`src/rtl/eeg_aram_xbar.sv`:
```
// rtl/eeg_aram_xbar.sv - requester-to-ARAM-bank crossbar with per-bank RR arbitration and in-order returns
module eeg_aram_xbar #(
    parameter int  REQ_NUM = 4,
    parameter int  BNK_NUM = 4,
    parameter int  ADD_AW  = 12,
    parameter int  DAT_DW  = 4,
    parameter int  OST_AW  = 2,
    localparam int REQ_AW  = $clog2(REQ_NUM),
    localparam int BNK_AW  = $clog2(BNK_NUM)
) (
    input  logic                             clk,
    input  logic                             rst_n,
    input  logic [REQ_NUM-1:0]               REQ_ADD_VLD,
    input  logic [REQ_NUM-1:0]               REQ_ADD_LST,
    output logic [REQ_NUM-1:0]               REQ_ADD_RDY,
    input  logic [REQ_NUM-1:0][BNK_AW-1:0]   REQ_ADD_BID,
    input  logic [REQ_NUM-1:0][ADD_AW-1:0]   REQ_ADD_ADD,
    output logic [REQ_NUM-1:0]               REQ_DAT_VLD,
    output logic [REQ_NUM-1:0]               REQ_DAT_LST,
    input  logic [REQ_NUM-1:0]               REQ_DAT_RDY,
    output logic [REQ_NUM-1:0][DAT_DW-1:0]   REQ_DAT_DAT,
    output logic [BNK_NUM-1:0]               BNK_ADD_VLD,
    output logic [BNK_NUM-1:0]               BNK_ADD_LST,
    input  logic [BNK_NUM-1:0]               BNK_ADD_RDY,
    output logic [BNK_NUM-1:0][ADD_AW-1:0]   BNK_ADD_ADD,
    input  logic [BNK_NUM-1:0]               BNK_DAT_VLD,
    input  logic [BNK_NUM-1:0]               BNK_DAT_LST,
    output logic [BNK_NUM-1:0]               BNK_DAT_RDY,
    input  logic [BNK_NUM-1:0][DAT_DW-1:0]   BNK_DAT_DAT,
    output logic [BNK_NUM-1:0]               STAT_ERR
);
    localparam int DEPTH = 1 << OST_AW;

    logic [REQ_NUM-1:0][OST_AW:0]             ost_cnt_q, ost_cnt_d;
    logic [REQ_NUM-1:0][BNK_AW-1:0]           last_bid_q, last_bid_d;
    logic [BNK_NUM-1:0][REQ_AW-1:0]           rr_ptr_q, rr_ptr_d;
    logic [BNK_NUM-1:0][REQ_AW-1:0]           lock_id_q, lock_id_d;
    logic [BNK_NUM-1:0]                       lock_q, lock_d;
    logic [BNK_NUM-1:0][DEPTH-1:0][REQ_AW-1:0] tag_mem_q, tag_mem_d;
    logic [BNK_NUM-1:0][OST_AW-1:0]           wr_ptr_q, wr_ptr_d;
    logic [BNK_NUM-1:0][OST_AW-1:0]           rd_ptr_q, rd_ptr_d;
    logic [BNK_NUM-1:0][OST_AW:0]             tag_cnt_q, tag_cnt_d;
    logic [BNK_NUM-1:0]                       stat_err_q, stat_err_d;

    logic [BNK_NUM-1:0][REQ_NUM-1:0]          elig;
    logic [BNK_NUM-1:0][REQ_AW-1:0]           winner;
    logic [BNK_NUM-1:0]                       grant_valid;
    logic [BNK_NUM-1:0]                       tag_full, tag_empty;
    logic [BNK_NUM-1:0][REQ_AW-1:0]           head;
    logic [BNK_NUM-1:0]                       bnk_add_hs, bnk_dat_hs;
    logic [REQ_NUM-1:0]                       req_add_hs, req_dat_hs;

    assign bnk_add_hs = BNK_ADD_VLD & BNK_ADD_RDY;
    assign bnk_dat_hs = BNK_DAT_VLD & BNK_DAT_RDY;
    assign req_add_hs = REQ_ADD_VLD & REQ_ADD_RDY;
    assign req_dat_hs = REQ_DAT_VLD & REQ_DAT_RDY;
    assign STAT_ERR   = stat_err_q;

    // A requester with returns pending may only keep talking to the same bank, keeping its data in order.
    always_comb begin
        for (int b = 0; b < BNK_NUM; b++) begin
            for (int r = 0; r < REQ_NUM; r++) begin
                elig[b][r] = REQ_ADD_VLD[r] && (REQ_ADD_BID[r] == BNK_AW'(b)) &&
                             ((ost_cnt_q[r] == '0) || (last_bid_q[r] == BNK_AW'(b))) &&
                             !ost_cnt_q[r][OST_AW];
            end
        end
    end

    always_comb begin
        int                tmp;
        logic [REQ_AW-1:0] cand;
        tmp  = 0;
        cand = '0;
        for (int b = 0; b < BNK_NUM; b++) begin
            winner[b]      = '0;
            grant_valid[b] = 1'b0;
            if (lock_q[b]) begin
                winner[b]      = lock_id_q[b];
                grant_valid[b] = elig[b][lock_id_q[b]];
            end else begin
                for (int k = 0; k < REQ_NUM; k++) begin
                    tmp = int'(rr_ptr_q[b]) + k;
                    if (tmp >= REQ_NUM) tmp = tmp - REQ_NUM;
                    cand = REQ_AW'(tmp);
                    if (!grant_valid[b] && elig[b][cand]) begin
                        winner[b]      = cand;
                        grant_valid[b] = 1'b1;
                    end
                end
            end
            grant_valid[b] = grant_valid[b] & rst_n;
        end
    end

    always_comb begin
        for (int b = 0; b < BNK_NUM; b++) begin
            tag_full[b]  = tag_cnt_q[b][OST_AW];
            tag_empty[b] = (tag_cnt_q[b] == '0);
            head[b]      = tag_mem_q[b][rd_ptr_q[b]];
        end
    end

    always_comb begin
        REQ_ADD_RDY = '0;
        REQ_DAT_VLD = '0;
        REQ_DAT_LST = '0;
        REQ_DAT_DAT = '0;
        for (int b = 0; b < BNK_NUM; b++) begin
            BNK_ADD_VLD[b] = grant_valid[b] & ~tag_full[b];
            BNK_ADD_ADD[b] = REQ_ADD_ADD[winner[b]];
            BNK_ADD_LST[b] = REQ_ADD_LST[winner[b]];
            BNK_DAT_RDY[b] = ~tag_empty[b] & REQ_DAT_RDY[head[b]];
            if (grant_valid[b] && !tag_full[b] && BNK_ADD_RDY[b]) begin
                REQ_ADD_RDY[winner[b]] = 1'b1;
            end
            if (!tag_empty[b] && BNK_DAT_VLD[b]) begin
                REQ_DAT_VLD[head[b]] = 1'b1;
                REQ_DAT_LST[head[b]] = BNK_DAT_LST[b];
                REQ_DAT_DAT[head[b]] = BNK_DAT_DAT[b];
            end
        end
    end

    always_comb begin
        ost_cnt_d  = ost_cnt_q;
        last_bid_d = last_bid_q;
        rr_ptr_d   = rr_ptr_q;
        lock_id_d  = lock_id_q;
        lock_d     = lock_q;
        tag_mem_d  = tag_mem_q;
        wr_ptr_d   = wr_ptr_q;
        rd_ptr_d   = rd_ptr_q;
        tag_cnt_d  = tag_cnt_q;
        stat_err_d = stat_err_q;
        for (int r = 0; r < REQ_NUM; r++) begin
            case ({req_add_hs[r], req_dat_hs[r]})
                2'b10:   ost_cnt_d[r] = ost_cnt_q[r] + 1'b1;
                2'b01:   ost_cnt_d[r] = ost_cnt_q[r] - 1'b1;
                default: ost_cnt_d[r] = ost_cnt_q[r];
            endcase
            if (req_add_hs[r]) last_bid_d[r] = REQ_ADD_BID[r];
        end
        for (int b = 0; b < BNK_NUM; b++) begin
            if (bnk_add_hs[b]) begin
                tag_mem_d[b][wr_ptr_q[b]] = winner[b];
                wr_ptr_d[b] = wr_ptr_q[b] + 1'b1;
                if (BNK_ADD_LST[b]) begin
                    lock_d[b]   = 1'b0;
                    rr_ptr_d[b] = (winner[b] == REQ_AW'(REQ_NUM - 1)) ? '0 : winner[b] + 1'b1;
                end else begin
                    lock_d[b]    = 1'b1;
                    lock_id_d[b] = winner[b];
                end
            end
            if (bnk_dat_hs[b]) rd_ptr_d[b] = rd_ptr_q[b] + 1'b1;
            case ({bnk_add_hs[b], bnk_dat_hs[b]})
                2'b10:   tag_cnt_d[b] = tag_cnt_q[b] + 1'b1;
                2'b01:   tag_cnt_d[b] = tag_cnt_q[b] - 1'b1;
                default: tag_cnt_d[b] = tag_cnt_q[b];
            endcase
            stat_err_d[b] = stat_err_q[b] | (BNK_DAT_VLD[b] & tag_empty[b]);
        end
    end

    always_ff @(posedge clk or negedge rst_n) begin
        if (!rst_n) begin
            ost_cnt_q  <= '0;
            last_bid_q <= '0;
            rr_ptr_q   <= '0;
            lock_id_q  <= '0;
            lock_q     <= '0;
            tag_mem_q  <= '0;
            wr_ptr_q   <= '0;
            rd_ptr_q   <= '0;
            tag_cnt_q  <= '0;
            stat_err_q <= '0;
        end else begin
            ost_cnt_q  <= ost_cnt_d;
            last_bid_q <= last_bid_d;
            rr_ptr_q   <= rr_ptr_d;
            lock_id_q  <= lock_id_d;
            lock_q     <= lock_d;
            tag_mem_q  <= tag_mem_d;
            wr_ptr_q   <= wr_ptr_d;
            rd_ptr_q   <= rd_ptr_d;
            tag_cnt_q  <= tag_cnt_d;
            stat_err_q <= stat_err_d;
        end
    end
endmodule
```
`config.mk`:
```
export PLATFORM = sky130hd
export DESIGN_NAME = eeg_aram_xbar
export DESIGN_NICKNAME = d
export VERILOG_FILES = /design/src/rtl/eeg_aram_xbar.sv
export SDC_FILE = /design/constraint.sdc
export NUM_CORES = 1
export LEC_CHECK = 0
export CAP_MARGIN = 0
export CORE_ASPECT_RATIO = 1.2
export CORE_MARGIN = 5
export CORE_UTILIZATION = 48
export DETAILED_ROUTE_END_ITERATION = 8
export PLACE_DENSITY = 0.79
export SLEW_MARGIN = 25
export SYNTH_ARGS = -nofsm -noshare
export SYNTH_HDL_FRONTEND = slang
export SYNTH_SLANG_ARGS = --single-unit
```
`constraint.sdc`:
```
create_clock -name clk -period 3.7 [get_ports clk]
set_input_delay 0.37 -clock clk [delete_from_list [all_inputs] [get_ports clk]]
set_output_delay 0.37 -clock clk [all_outputs]
set_load 0.1 [all_outputs]
```
==> flow_results.xml <==
<?xml version="1.0" encoding="UTF-8"?>
<metrics>
  <group name="timing">
    <metric name="final.setup.tns" unit="ns">0</metric>
    <metric name="finalMaxSlewViolations" unit="">0</metric>
    <metric name="finClkSkew" unit="ns">0.0126</metric>
    <metric name="max-slew-margin-rel" unit="%">34.7</metric>
    <metric name="fin_crit_sh" unit="%">98.3</metric>
    <metric name="setup_viol" unit="">0</metric>
    <metric name="finalHoldViolCount" unit="">0</metric>
    <metric name="rsz0062_at_grt" unit="">yes</metric>
    <metric name="time_the_final_worst_path_needs_with_i_o_delays_and_setup" unit="ns">3.64</metric>
    <metric name="clock.fmax" unit="GHz">0.275</metric>
    <metric name="worstMarginPinSlew" unit="ns">0.976</metric>
  </group>
  <group name="cts">
    <metric name="tritoncts.num_buffers" unit="">9</metric>
    <metric name="cts_tree" unit="">yes</metric>
    <metric name="clkSinkCount" unit="">104</metric>
    <metric name="clock_tree.buffer_depth" unit="">2</metric>
    <metric name="cts_max_level" unit="">3</metric>
    <metric name="clk_pin_slew" unit="ns">0.08</metric>
    <metric name="cts-root-buf" unit="">clkbuf_16</metric>
    <metric name="clock_insertion_delay_worst_skew" unit="ns">0.37</metric>
  </group>
  <group name="global_routing">
    <metric name="grt_first_pass_wirelength" unit="mm">47.1</metric>
    <metric name="grt_util_all_layers" unit="%">26.8</metric>
    <metric name="grt_antenna_before_repair" unit="">0</metric>
    <metric name="grt_start_max_net_pins" unit="">69</metric>
    <metric name="first_global_vias" unit="">9290</metric>
    <metric name="globalRoute.totalOverflow" unit="">0</metric>
  </group>
  <group name="setup_path">
    <metric name="worst_path_largest_cell_delay" unit="ns">0.52</metric>
    <metric name="cp_slowest_cell" unit="">or4b_4</metric>
    <metric name="worst-path-max-fanout" unit="">4</metric>
    <metric name="arrival" unit="ns">3.93</metric>
    <metric name="timing.critical_path.cells" unit="">or4b_4 &gt; or2_4 &gt; a32o_2 &gt; a311oi_4 &gt; inv_2 &gt; ha_2 &gt; a22oi_2 &gt; a31o_2 &gt; ha_4 &gt; inv_2 &gt; fa_2 &gt; xor2_1 &gt; nor2_1 &gt; xor2_1</metric>
    <metric name="end_kind" unit="">flop</metric>
    <metric name="reg2regPathDepth" unit="">14</metric>
    <metric name="category_of_the_critical_setup_timing_path" unit="">reg2reg</metric>
    <metric name="start_kind" unit="">flop</metric>
    <metric name="required" unit="ns">4.00</metric>
  </group>
  <group name="floorplan">
    <metric name="core_area" unit="sq um">18200</metric>
    <metric name="fp-row-count" unit="">54</metric>
    <metric name="fp.dieH" unit="um">159</metric>
    <metric name="io_pins" unit="">190</metric>
    <metric name="fp.dieArea" unit="sq um">21300</metric>
    <metric name="die_width" unit="um">134</metric>
    <metric name="start_util" unit="%">48.9</metric>
  </group>
  <group name="finish">
    <metric name="layout-area-overhead-vs-synth" unit="%">47.4</metric>
    <metric name="diodes" unit="">0</metric>
    <metric name="finalNetCount" unit="">1441</metric>
    <metric name="fillers" unit="">1312</metric>
    <metric name="layout-drive-gt1-share" unit="%">26.4</metric>
  </group>
  <group name="synth">
    <metric name="syn-instance-count" unit="">1029</metric>
    <metric name="avgSynthCellArea" unit="sq um">8.63</metric>
    <metric name="asyncSetResetFlopFracSynth" unit="%">100</metric>
    <metric name="yosys.cell_types.count" unit="">85</metric>
    <metric name="synth_seq_area_share" unit="%">29.3</metric>
    <metric name="synth.net_count" unit="">1175</metric>
    <metric name="synth-edff-count" unit="">0</metric>
    <metric name="syn_area" unit="sq um">8880</metric>
    <metric name="yosys_most_used_dff" unit="">dfrtp_1</metric>
    <metric name="yosys_warnings" unit="">0</metric>
    <metric name="yosys_register_bits" unit="">104</metric>
  </group>
  <group name="routing">
    <metric name="detail_route.wl_per_cell" unit="um">19.0</metric>
    <metric name="via_count" unit="">9009</metric>
    <metric name="wl" unit="mm">29.0</metric>
    <metric name="dr.pass1.iters" unit="">7</metric>
    <metric name="post_drt_via_cell_ratio" unit="">5.91</metric>
    <metric name="drc_errors" unit="">0</metric>
    <metric name="initialDrtViolationCount" unit="">536</metric>
    <metric name="final_antenna_net_count" unit="">0</metric>
  </group>
  <group name="status">
    <metric name="outcome" unit="">complete, no violations</metric>
  </group>
  <group name="placed_design">
    <metric name="routabilityCongestion" unit="">0.941</metric>
    <metric name="place.detailed.hpwl" unit="mm">22.8</metric>
    <metric name="port-buffer-count" unit="">189</metric>
  </group>
  <group name="min_path">
    <metric name="min_delay_path_depth" unit="">3</metric>
    <metric name="timing.hold.worst.class" unit="">in2reg</metric>
  </group>
  <group name="flow_run">
    <metric name="maxCapViolations" unit="">0</metric>
  </group>
</metrics>
## cells in the mapped netlist (17+ instances only)
| master | count | share of area (%) |
|---|---|---|
| nor2b_1 | 25 | 1.8 |
| xnor2_1 | 17 | 1.7 |
| inv_1 | 62 | 2.6 |
| a211oi_1 | 32 | 2.7 |
| nor2_1 | 37 | 1.6 |
| a22oi_1 | 21 | 1.8 |
| and2_1 | 27 | 1.9 |
| mux2i_1 | 66 | 7.4 |
| a31oi_1 | 25 | 1.8 |
| ha_1 | 40 | 5.6 |
| o21ai_0 | 64 | 3.6 |
| xor2_1 | 19 | 1.9 |
| a21oi_1 | 47 | 2.6 |
| nand2_1 | 174 | 7.4 |
| dfrtp_1 | 104 | 29 |
| clkbuf_1 | 25 | 1.1 |
## logic make-up after synthesis
family                   count (synthesis)  synth area share (%)
AO/OA/AOI/OAI                          273                  21.0
XOR/XNOR                                36                  3.55
adder cells (fa/ha/maj)                 48                  7.44
buffers and inverters                  109                  4.86
flip-flops                             104                  29.3
multiplexers                           102                  14.1
AND/OR/NAND/NOR                        357                  19.8
## flip-flops by register name (all words and copies together), names as in the netlist
name and flops:
ost_cnt_q 12, wr_ptr_q 8, last_bid_q 8, rr_ptr_q 8, tag_cnt_q 12, lock_q 4
lock_id_q 8, rd_ptr_q 8, STAT_ERR 4, tag_mem_q 32
## path summary, 6_finish.rpt
kind / from / to / slack, ns
hold reg to reg: STAT_ERR[1] / STAT_ERR[1] / 0.46
setup / recovery: ost_cnt_q[11] / ost_cnt_q[2] / 0.06
setup reg to reg: ost_cnt_q[11] / ost_cnt_q[2] / 0.06
max in group asynchronous: rst_n / STAT_ERR[3] / 2.13
hold / removal: REQ_ADD_BID[6] / last_bid_q[6] / 0.40
min in group asynchronous: rst_n / ost_cnt_q[11] / 0.42
## layer usage
metal	part of all wire [%]	wire length (um)	up-vias	global-route usage, %
met2	51	14700	302	47.1
met5	0	0	-	0
li1	-	-	4257	-
met3	7.0	2020	65	6.70
met4	2.8	804	0	8.61
met1	40	11500	4385	31.9
## metrics by stage
step / setup slack [ns] / cells / hold slack (ns) / utilization [%] / area, sq um
2_1_floorplan: -0.362 / 1029 / 0.0744 / - / 9160
3_3_place_gp: -0.311 / 1502 / 0.273 / 69.2 / 12600
3_5_place_dp: -0.387 / 1502 / 0.278 / 69.2 / 12600
4_1_cts: 0.00966 / 1521 / 0.426 / 71.3 / 12900
5_1_grt: -0.0892 / 1524 / 0.406 / 72.1 / 13100
6_report: 0.0624 / 1524 / 0.398 / 72.1 / 13100
## placed cells by master, fill, tap and decap left out, types with 9 or more instances in the layout
cell type	n
a211oi_1	27
o21ai_0	53
nor2_1	35
mux2i_1	62
dfrtp_1	104
a22oi_1	21
buf_4	124
o211ai_1	11
xnor2_1	17
clkbuf_16	9
and2_1	27
a21oi_1	34
buf_12	67
nand2_1	174
and3_1	14
o21ai_1	13
a31oi_2	24
clkdlybuf4s50_1	95
nand3_1	11
ha_1	34
a21oi_2	13
inv_1	59
mux4_2	14
nor2b_1	25
nor3_1	12
xor2_1	19
nand2b_1	10
## repair_timing
item | CTS | global route
hold buffers | 1 | 0
hold endpoints to repair | 15 | 0
pin swaps | 3 | 17
gates resized for setup | 6 | 30
setup buffers | 2 | 3
setup endpoints to repair | 15 | 40
## worst max-delay path, delay by kind of cell, from the launching register on
kind,cells,cell delay (ns)
simple gates,3,0.92
flops,1,0.38
xor+xnor,2,0.32
compound gates,4,1.09
buf+inv,2,0.17
fa+ha+maj,3,0.68
## cell type report
class	instances	area [sq um]	area share (%)
clock buffers	9	225	1.72
clock inverters	7	91.3	0.697
inverters	67	251	1.92
multi-input cells	816	6290	48.0
flip-flops and latches	104	2600	19.9
well taps	224	280	2.14
repair buffers	297	3360	25.6
Power is left out: the tool's default activity adds up to more than one toggle a clock period on the data nets, which glitch-free logic cannot reach.
